--- config.mk ---
export PLATFORM = sky130hd
export DESIGN_NAME = cr_iahbl_ibus_master_flat
export DESIGN_NICKNAME = d
export VERILOG_FILES = /design/src/rtl/cr_iahbl_ibus_master_if.sv /design/src/rtl/cr_iahbl_ibus_master.sv /design/src/flat_wrapper.sv
export SDC_FILE = /design/constraint.sdc
export NUM_CORES = 1
export LEC_CHECK = 0
export ABC_AREA = 1
export CORE_UTILIZATION = 22
export DETAILED_ROUTE_END_ITERATION = 8
export GPL_TIMING_DRIVEN = 0
export PLACE_DENSITY = 0.93
export SETUP_SLACK_MARGIN = 0.4
export SLEW_MARGIN = 20
export SYNTH_ARGS = -nofsm -noshare
export SYNTH_HDL_FRONTEND = slang
export SYNTH_SLANG_ARGS = --single-unit
--- constraint.sdc ---
create_clock -name forever_cpuclk -period 2.2 [get_ports forever_cpuclk]
set_input_delay 0.44 -clock forever_cpuclk [delete_from_list [all_inputs] [get_ports forever_cpuclk]]
set_output_delay 0.44 -clock forever_cpuclk [all_outputs]
set_load 0.1 [all_outputs]
--- src/rtl/cr_iahbl_ibus_master_if.sv ---
// BMU ibus request/response and AHB-Lite IAHBL signals for the instruction-fetch master.
// master: the fetch master's view; slave: the BMU + AHB environment's view.
interface cr_iahbl_ibus_master_if #(
  parameter int ADDR_W = 32,
  parameter int DATA_W = 32
);
  logic              bmu_iahbl_ibus_req;
  logic [ADDR_W-1:0] bmu_iahbl_ibus_addr;
  logic [1:0]        bmu_iahbl_ibus_size;
  logic [3:0]        bmu_iahbl_ibus_prot;
  logic              bmu_iahbl_ibus_acc_deny;
  logic              iahbl_bmu_ibus_grnt;
  logic [DATA_W-1:0] iahbl_bmu_ibus_data;
  logic              iahbl_bmu_ibus_data_vld;
  logic              iahbl_bmu_ibus_trans_cmplt;
  logic              iahbl_bmu_ibus_acc_err;
  logic [ADDR_W-1:0] iahbl_haddr;
  logic [1:0]        iahbl_htrans;
  logic [2:0]        iahbl_hsize;
  logic [2:0]        iahbl_hburst;
  logic              iahbl_hwrite;
  logic [3:0]        iahbl_hprot;
  logic              iahbl_hready;
  logic              iahbl_hresp;
  logic [DATA_W-1:0] iahbl_hrdata;

  modport master (
    input  bmu_iahbl_ibus_req, bmu_iahbl_ibus_addr, bmu_iahbl_ibus_size,
           bmu_iahbl_ibus_prot, bmu_iahbl_ibus_acc_deny,
           iahbl_hready, iahbl_hresp, iahbl_hrdata,
    output iahbl_bmu_ibus_grnt, iahbl_bmu_ibus_data, iahbl_bmu_ibus_data_vld,
           iahbl_bmu_ibus_trans_cmplt, iahbl_bmu_ibus_acc_err,
           iahbl_haddr, iahbl_htrans, iahbl_hsize, iahbl_hburst, iahbl_hwrite, iahbl_hprot
  );

  modport slave (
    output bmu_iahbl_ibus_req, bmu_iahbl_ibus_addr, bmu_iahbl_ibus_size,
           bmu_iahbl_ibus_prot, bmu_iahbl_ibus_acc_deny,
           iahbl_hready, iahbl_hresp, iahbl_hrdata,
    input  iahbl_bmu_ibus_grnt, iahbl_bmu_ibus_data, iahbl_bmu_ibus_data_vld,
           iahbl_bmu_ibus_trans_cmplt, iahbl_bmu_ibus_acc_err,
           iahbl_haddr, iahbl_htrans, iahbl_hsize, iahbl_hburst, iahbl_hwrite, iahbl_hprot
  );
endinterface

--- src/rtl/cr_iahbl_ibus_master.sv ---
// AHB-Lite single-beat instruction-fetch master, one outstanding transfer, pipelined address/data.
// Optional IAHBL_RSP_FF_EN registers the BMU response by one cycle.
module cr_iahbl_ibus_master #(
  parameter int ADDR_W = 32,
  parameter int DATA_W = 32
) (
  input  logic                   forever_cpuclk,
  input  logic                   cpurst,
  cr_iahbl_ibus_master_if.master bus
);
  typedef enum logic [1:0] {IDLE, DATA, ERR1} state_t;

  state_t            state;
  logic              err_first;
  logic              addr_ok;
  logic              grnt;
  logic              issue;
  logic              data_vld_c;
  logic              acc_err_c;
  logic [DATA_W-1:0] data_c;

  // First ERROR cycle: the pipelined address must be cancelled (AHB two-cycle error).
  assign err_first  = (state == DATA) & bus.iahbl_hresp & ~bus.iahbl_hready;
  assign addr_ok    = ~cpurst & bus.bmu_iahbl_ibus_req & ~bus.bmu_iahbl_ibus_acc_deny & ~err_first;
  assign grnt       = ~cpurst & bus.bmu_iahbl_ibus_req & bus.iahbl_hready &
                      (bus.bmu_iahbl_ibus_acc_deny | addr_ok);
  assign issue      = grnt & addr_ok;

  assign bus.iahbl_bmu_ibus_grnt = grnt;
  assign bus.iahbl_htrans        = addr_ok ? 2'b10 : 2'b00;
  assign bus.iahbl_haddr         = ADDR_W'(bus.bmu_iahbl_ibus_addr);
  assign bus.iahbl_hsize         = {1'b0, bus.bmu_iahbl_ibus_size};
  assign bus.iahbl_hprot         = bus.bmu_iahbl_ibus_prot;
  assign bus.iahbl_hburst        = 3'b000;
  assign bus.iahbl_hwrite        = 1'b0;

  // hresp&hready seen straight from DATA is a slave protocol slip; still closed as an error.
  assign data_vld_c = ~cpurst & (state == DATA) & bus.iahbl_hready & ~bus.iahbl_hresp;
  assign acc_err_c  = ~cpurst & bus.iahbl_hready &
                      ((state == ERR1) | ((state == DATA) & bus.iahbl_hresp));
  assign data_c     = bus.iahbl_hrdata & {DATA_W{data_vld_c}};

  always_ff @(posedge forever_cpuclk) begin
    if (cpurst) begin
      state <= IDLE;
    end else if (bus.iahbl_hready) begin
      state <= issue ? DATA : IDLE;
    end else if (err_first) begin
      state <= ERR1;
    end
  end

`ifdef IAHBL_RSP_FF_EN
  logic              data_vld_q;
  logic              acc_err_q;
  logic [DATA_W-1:0] data_q;

  always_ff @(posedge forever_cpuclk) begin
    if (cpurst) begin
      data_vld_q <= 1'b0;
      acc_err_q  <= 1'b0;
      data_q     <= '0;
    end else begin
      data_vld_q <= data_vld_c;
      acc_err_q  <= acc_err_c;
      data_q     <= data_c;
    end
  end

  assign bus.iahbl_bmu_ibus_data_vld    = data_vld_q;
  assign bus.iahbl_bmu_ibus_acc_err     = acc_err_q;
  assign bus.iahbl_bmu_ibus_trans_cmplt = data_vld_q | acc_err_q;
  assign bus.iahbl_bmu_ibus_data        = data_q;
`else
  assign bus.iahbl_bmu_ibus_data_vld    = data_vld_c;
  assign bus.iahbl_bmu_ibus_acc_err     = acc_err_c;
  assign bus.iahbl_bmu_ibus_trans_cmplt = data_vld_c | acc_err_c;
  assign bus.iahbl_bmu_ibus_data        = data_c;
`endif
endmodule

--- src/flat_wrapper.sv ---
// flat-port wrapper written by rule: the top's interface ports become plain ports
module cr_iahbl_ibus_master_flat 
#(
  parameter int ADDR_W = 32,
  parameter int DATA_W = 32
)
  (forever_cpuclk, cpurst, bus_bmu_iahbl_ibus_req, bus_bmu_iahbl_ibus_addr, bus_bmu_iahbl_ibus_size, bus_bmu_iahbl_ibus_prot, bus_bmu_iahbl_ibus_acc_deny, bus_iahbl_hready, bus_iahbl_hresp, bus_iahbl_hrdata, bus_iahbl_bmu_ibus_grnt, bus_iahbl_bmu_ibus_data, bus_iahbl_bmu_ibus_data_vld, bus_iahbl_bmu_ibus_trans_cmplt, bus_iahbl_bmu_ibus_acc_err, bus_iahbl_haddr, bus_iahbl_htrans, bus_iahbl_hsize, bus_iahbl_hburst, bus_iahbl_hwrite, bus_iahbl_hprot);
  cr_iahbl_ibus_master_if #(.ADDR_W(ADDR_W), .DATA_W(DATA_W)) bus_i ();
  input  logic forever_cpuclk;
  input  logic cpurst;
  input wire logic [$bits(bus_i.bmu_iahbl_ibus_req)-1:0] bus_bmu_iahbl_ibus_req;
  input wire logic [$bits(bus_i.bmu_iahbl_ibus_addr)-1:0] bus_bmu_iahbl_ibus_addr;
  input wire logic [$bits(bus_i.bmu_iahbl_ibus_size)-1:0] bus_bmu_iahbl_ibus_size;
  input wire logic [$bits(bus_i.bmu_iahbl_ibus_prot)-1:0] bus_bmu_iahbl_ibus_prot;
  input wire logic [$bits(bus_i.bmu_iahbl_ibus_acc_deny)-1:0] bus_bmu_iahbl_ibus_acc_deny;
  input wire logic [$bits(bus_i.iahbl_hready)-1:0] bus_iahbl_hready;
  input wire logic [$bits(bus_i.iahbl_hresp)-1:0] bus_iahbl_hresp;
  input wire logic [$bits(bus_i.iahbl_hrdata)-1:0] bus_iahbl_hrdata;
  output wire logic [$bits(bus_i.iahbl_bmu_ibus_grnt)-1:0] bus_iahbl_bmu_ibus_grnt;
  output wire logic [$bits(bus_i.iahbl_bmu_ibus_data)-1:0] bus_iahbl_bmu_ibus_data;
  output wire logic [$bits(bus_i.iahbl_bmu_ibus_data_vld)-1:0] bus_iahbl_bmu_ibus_data_vld;
  output wire logic [$bits(bus_i.iahbl_bmu_ibus_trans_cmplt)-1:0] bus_iahbl_bmu_ibus_trans_cmplt;
  output wire logic [$bits(bus_i.iahbl_bmu_ibus_acc_err)-1:0] bus_iahbl_bmu_ibus_acc_err;
  output wire logic [$bits(bus_i.iahbl_haddr)-1:0] bus_iahbl_haddr;
  output wire logic [$bits(bus_i.iahbl_htrans)-1:0] bus_iahbl_htrans;
  output wire logic [$bits(bus_i.iahbl_hsize)-1:0] bus_iahbl_hsize;
  output wire logic [$bits(bus_i.iahbl_hburst)-1:0] bus_iahbl_hburst;
  output wire logic [$bits(bus_i.iahbl_hwrite)-1:0] bus_iahbl_hwrite;
  output wire logic [$bits(bus_i.iahbl_hprot)-1:0] bus_iahbl_hprot;
  assign bus_i.bmu_iahbl_ibus_req = bus_bmu_iahbl_ibus_req;
  assign bus_i.bmu_iahbl_ibus_addr = bus_bmu_iahbl_ibus_addr;
  assign bus_i.bmu_iahbl_ibus_size = bus_bmu_iahbl_ibus_size;
  assign bus_i.bmu_iahbl_ibus_prot = bus_bmu_iahbl_ibus_prot;
  assign bus_i.bmu_iahbl_ibus_acc_deny = bus_bmu_iahbl_ibus_acc_deny;
  assign bus_i.iahbl_hready = bus_iahbl_hready;
  assign bus_i.iahbl_hresp = bus_iahbl_hresp;
  assign bus_i.iahbl_hrdata = bus_iahbl_hrdata;
  assign bus_iahbl_bmu_ibus_grnt = bus_i.iahbl_bmu_ibus_grnt;
  assign bus_iahbl_bmu_ibus_data = bus_i.iahbl_bmu_ibus_data;
  assign bus_iahbl_bmu_ibus_data_vld = bus_i.iahbl_bmu_ibus_data_vld;
  assign bus_iahbl_bmu_ibus_trans_cmplt = bus_i.iahbl_bmu_ibus_trans_cmplt;
  assign bus_iahbl_bmu_ibus_acc_err = bus_i.iahbl_bmu_ibus_acc_err;
  assign bus_iahbl_haddr = bus_i.iahbl_haddr;
  assign bus_iahbl_htrans = bus_i.iahbl_htrans;
  assign bus_iahbl_hsize = bus_i.iahbl_hsize;
  assign bus_iahbl_hburst = bus_i.iahbl_hburst;
  assign bus_iahbl_hwrite = bus_i.iahbl_hwrite;
  assign bus_iahbl_hprot = bus_i.iahbl_hprot;
  cr_iahbl_ibus_master #(.ADDR_W(ADDR_W), .DATA_W(DATA_W)) u_core (.forever_cpuclk(forever_cpuclk), .cpurst(cpurst), .bus(bus_i));
endmodule
==> results.cfg <==
[drt]
drt-initial-drc-count = 25
antenna_left = 0
drt-total-wl_um = 4410
top_layer = met4
wl_met3_um = 522
drc = 0
dr.pass1.iters = 2
wire_per_inst_um = 13.8
vias = 1270
vias_per_cell = 3.96
met1_length_um = 1440
wl_met2_um = 2400

[synthesis]
synth_warnings = 0
synthTopCellsByArea = buf_4 41%, inv_1 17%, nor2_2 15%
synth_cell_type_count = 13
syn_area_um2 = 831
synth_area_leader_cell = buf_4
synth_top_area_share_pct = 40.7
ys_ff_latch = 2
ys_seq_area_share_pct = 4.82
synthCells = 140
synth_area_per_cell_um2 = 5.93

[power_and_ir_drop]
peakVddDrop_v = 0.000286
p_leak_nw = 1.40
power_density_nw_per_um2 = 278

[timing]
rsz0062_at_grt = true
finalMaxSlewViolations = 0
holdWs_ps = 528
fin_skew_ps = 3.22
setup_viol = 0
fin_crit_sh_pct = 90.5
setup_tns_ps = 0
hold_viol_final = 0
period_minus_slack_ps = 1990
maxSlewHeadroom_pct = 35.8
max_freq_mhz = 503
worstMarginPinSlew_ps = 967

[finish]
drive_gt1_share_pct = 53.8
largest_register = u_core.state
antennaDiodeCount = 0
area_delta_synth_final_pct = 247
num-nets-final = 353
top_regs = u_core.state (2)
largest_reg_flops = 2

[cts]
cts_inserted_buffers = 3
cts_tree = done
cts.clk_slew.worst_paths_ps = 30
ctsRootBufferMaster = clkbuf_8
htree_levels = 1
ctsLongestPathBuffers = 2
clock_sinks = 2
clkLatencyLatePin_ps = 210

[critical_path]
rr_worst_depth = 4
r2r-end = u_core.state[0]
r2r_start = u_core.state[0]
endpoint_kind = primary output
worstSetupEndpoint = bus_iahbl_bmu_ibus_data[9]
crit_arrival_ps = 1550
crit_type = in -> out
reg2reg_slack_ps = 1380
critPathLaunch = cpurst
cp_max_fo = 5
required_ps = 1760
start_kind = primary input

[placed_design]
dp_hpwl_um = 2630
portBuffers = 112
place_congestion = 0.719

[floorplanning]
die_w_um = 63.5
dieArea_um2 = 4030
coreArea_um2 = 3470
rows = 21
initial_utilization_pct = 24.0
pin_count = 157
dieHeight_um = 63.5

[run_status]
status = complete, no violations

[grt]
grt.overflow.total = 0
grt_pass1_wl_um = 6800
antenna_found_initial = 0
grt_pass1_vias = 1367
grt_max_degree = 6
grt_use_total_pct = 21.3

[hold_path]
min_path_type = reg -> reg
worstHoldStart = u_core.state[1]

[job]
cap_violations = 0
==> cell usage after synthesis, drive strengths merged <==
cell type / instances
buf: 48
inv: 39
nor2: 39
nand2: 6
nand3: 3
dfxtp: 2
a21boi: 1
conb: 1
nand3b: 1
==> worst min-delay path by stage <==
stage / slack, ps / depth (start not counted) / end
after CTS: 520 / 4 / u_core.state[0]
after global routing: 570 / 2 / u_core.state[1]
after global placement: 470 / 2 / u_core.state[0]
after floorplan: 460 / 2 / u_core.state[0]
after detailed placement: 480 / 2 / u_core.state[0]
final: 530 / 2 / u_core.state[1]
==> worst max-delay path, stage by stage <==
cell      delay (ps)
buf_8            100
nor2_4           130
nand3b_4         140
buf_12           160
buf_6            110
buf_16           140
nor2_4           130
buf_12           180
==> cells by family after synthesis <==
group | count (synthesis) | share of synthesized area, %
other | 1 | 0.451
DFF | 2 | 4.82
AOI/OAI and AO/OA | 1 | 0.904
and+or+nand+nor | 49 | 31.5
buffers and inverters | 87 | 62.3
==> per-layer routing <==
metal	global-route usage, %	vias to the layer above
met4	4.55	0
met3	7.61	6
met5	0	-
li1	-	604
met1	21.3	564
met2	41.2	96
==> placed cells by master, fill, tap and decap left out, types with 3 or more instances in the layout <==
cell / Yosys / layout
buf_4: 45 / 50
buf_12: 0 / 41
inv_1: 38 / 36
nor2_4: 1 / 35
clkdlybuf4s15_1: 0 / 33
clkdlybuf4s50_1: 0 / 32
dlygate4sd2_1: 0 / 7
conb_1: 1 / 6
nand2_1: 6 / 5
buf_6: 3 / 5
nand3_1: 3 / 3
nor2_1: 18 / 3
clkbuf_8: 0 / 3
buf_16: 0 / 3
==> cell type report <==
class,instances,area [um2]
repair buffers,127,1690
multi-input cells,56,507
flip-flops and latches,2,41.3
well taps,46,57.6
inverters,39,153
fillers,192,582
clock buffers,3,41.3
plain buffers,48,398
==> where the power goes <==
| part | internal (mW) | switching [mW] |
|---|---|---|
| registers | 0.0377 | 0.000842 |
| clock network | 0.116 | 0.0278 |
| logic | 0.186 | 0.436 |
| total | 0.339 | 0.465 |
==> through the flow <==
step                      util (%)  setup slack, ps  power, mW  instance area [um2]  std cells
after global placement        63.8            -1050      0.638                 2210        303
after global routing          83.2              175      0.827                 2890        321
final                         83.2              210      0.803                 2890        321
after CTS                     82.0              246      0.792                 2840        319
after floorplan                  -              231      0.498                 1030        145
after detailed placement      63.8            -1060      0.644                 2210        303
==> what timing repair did <==
action / CTS / global route
hold buffers: 0 / 0
pin swaps: 11 / 11
setup endpoints to repair: 75 / 57
gates resized for setup: 417 / 25
setup buffers: 10 / 2
gates cloned: 3 / 0
(Power assumes the default switching activity.)
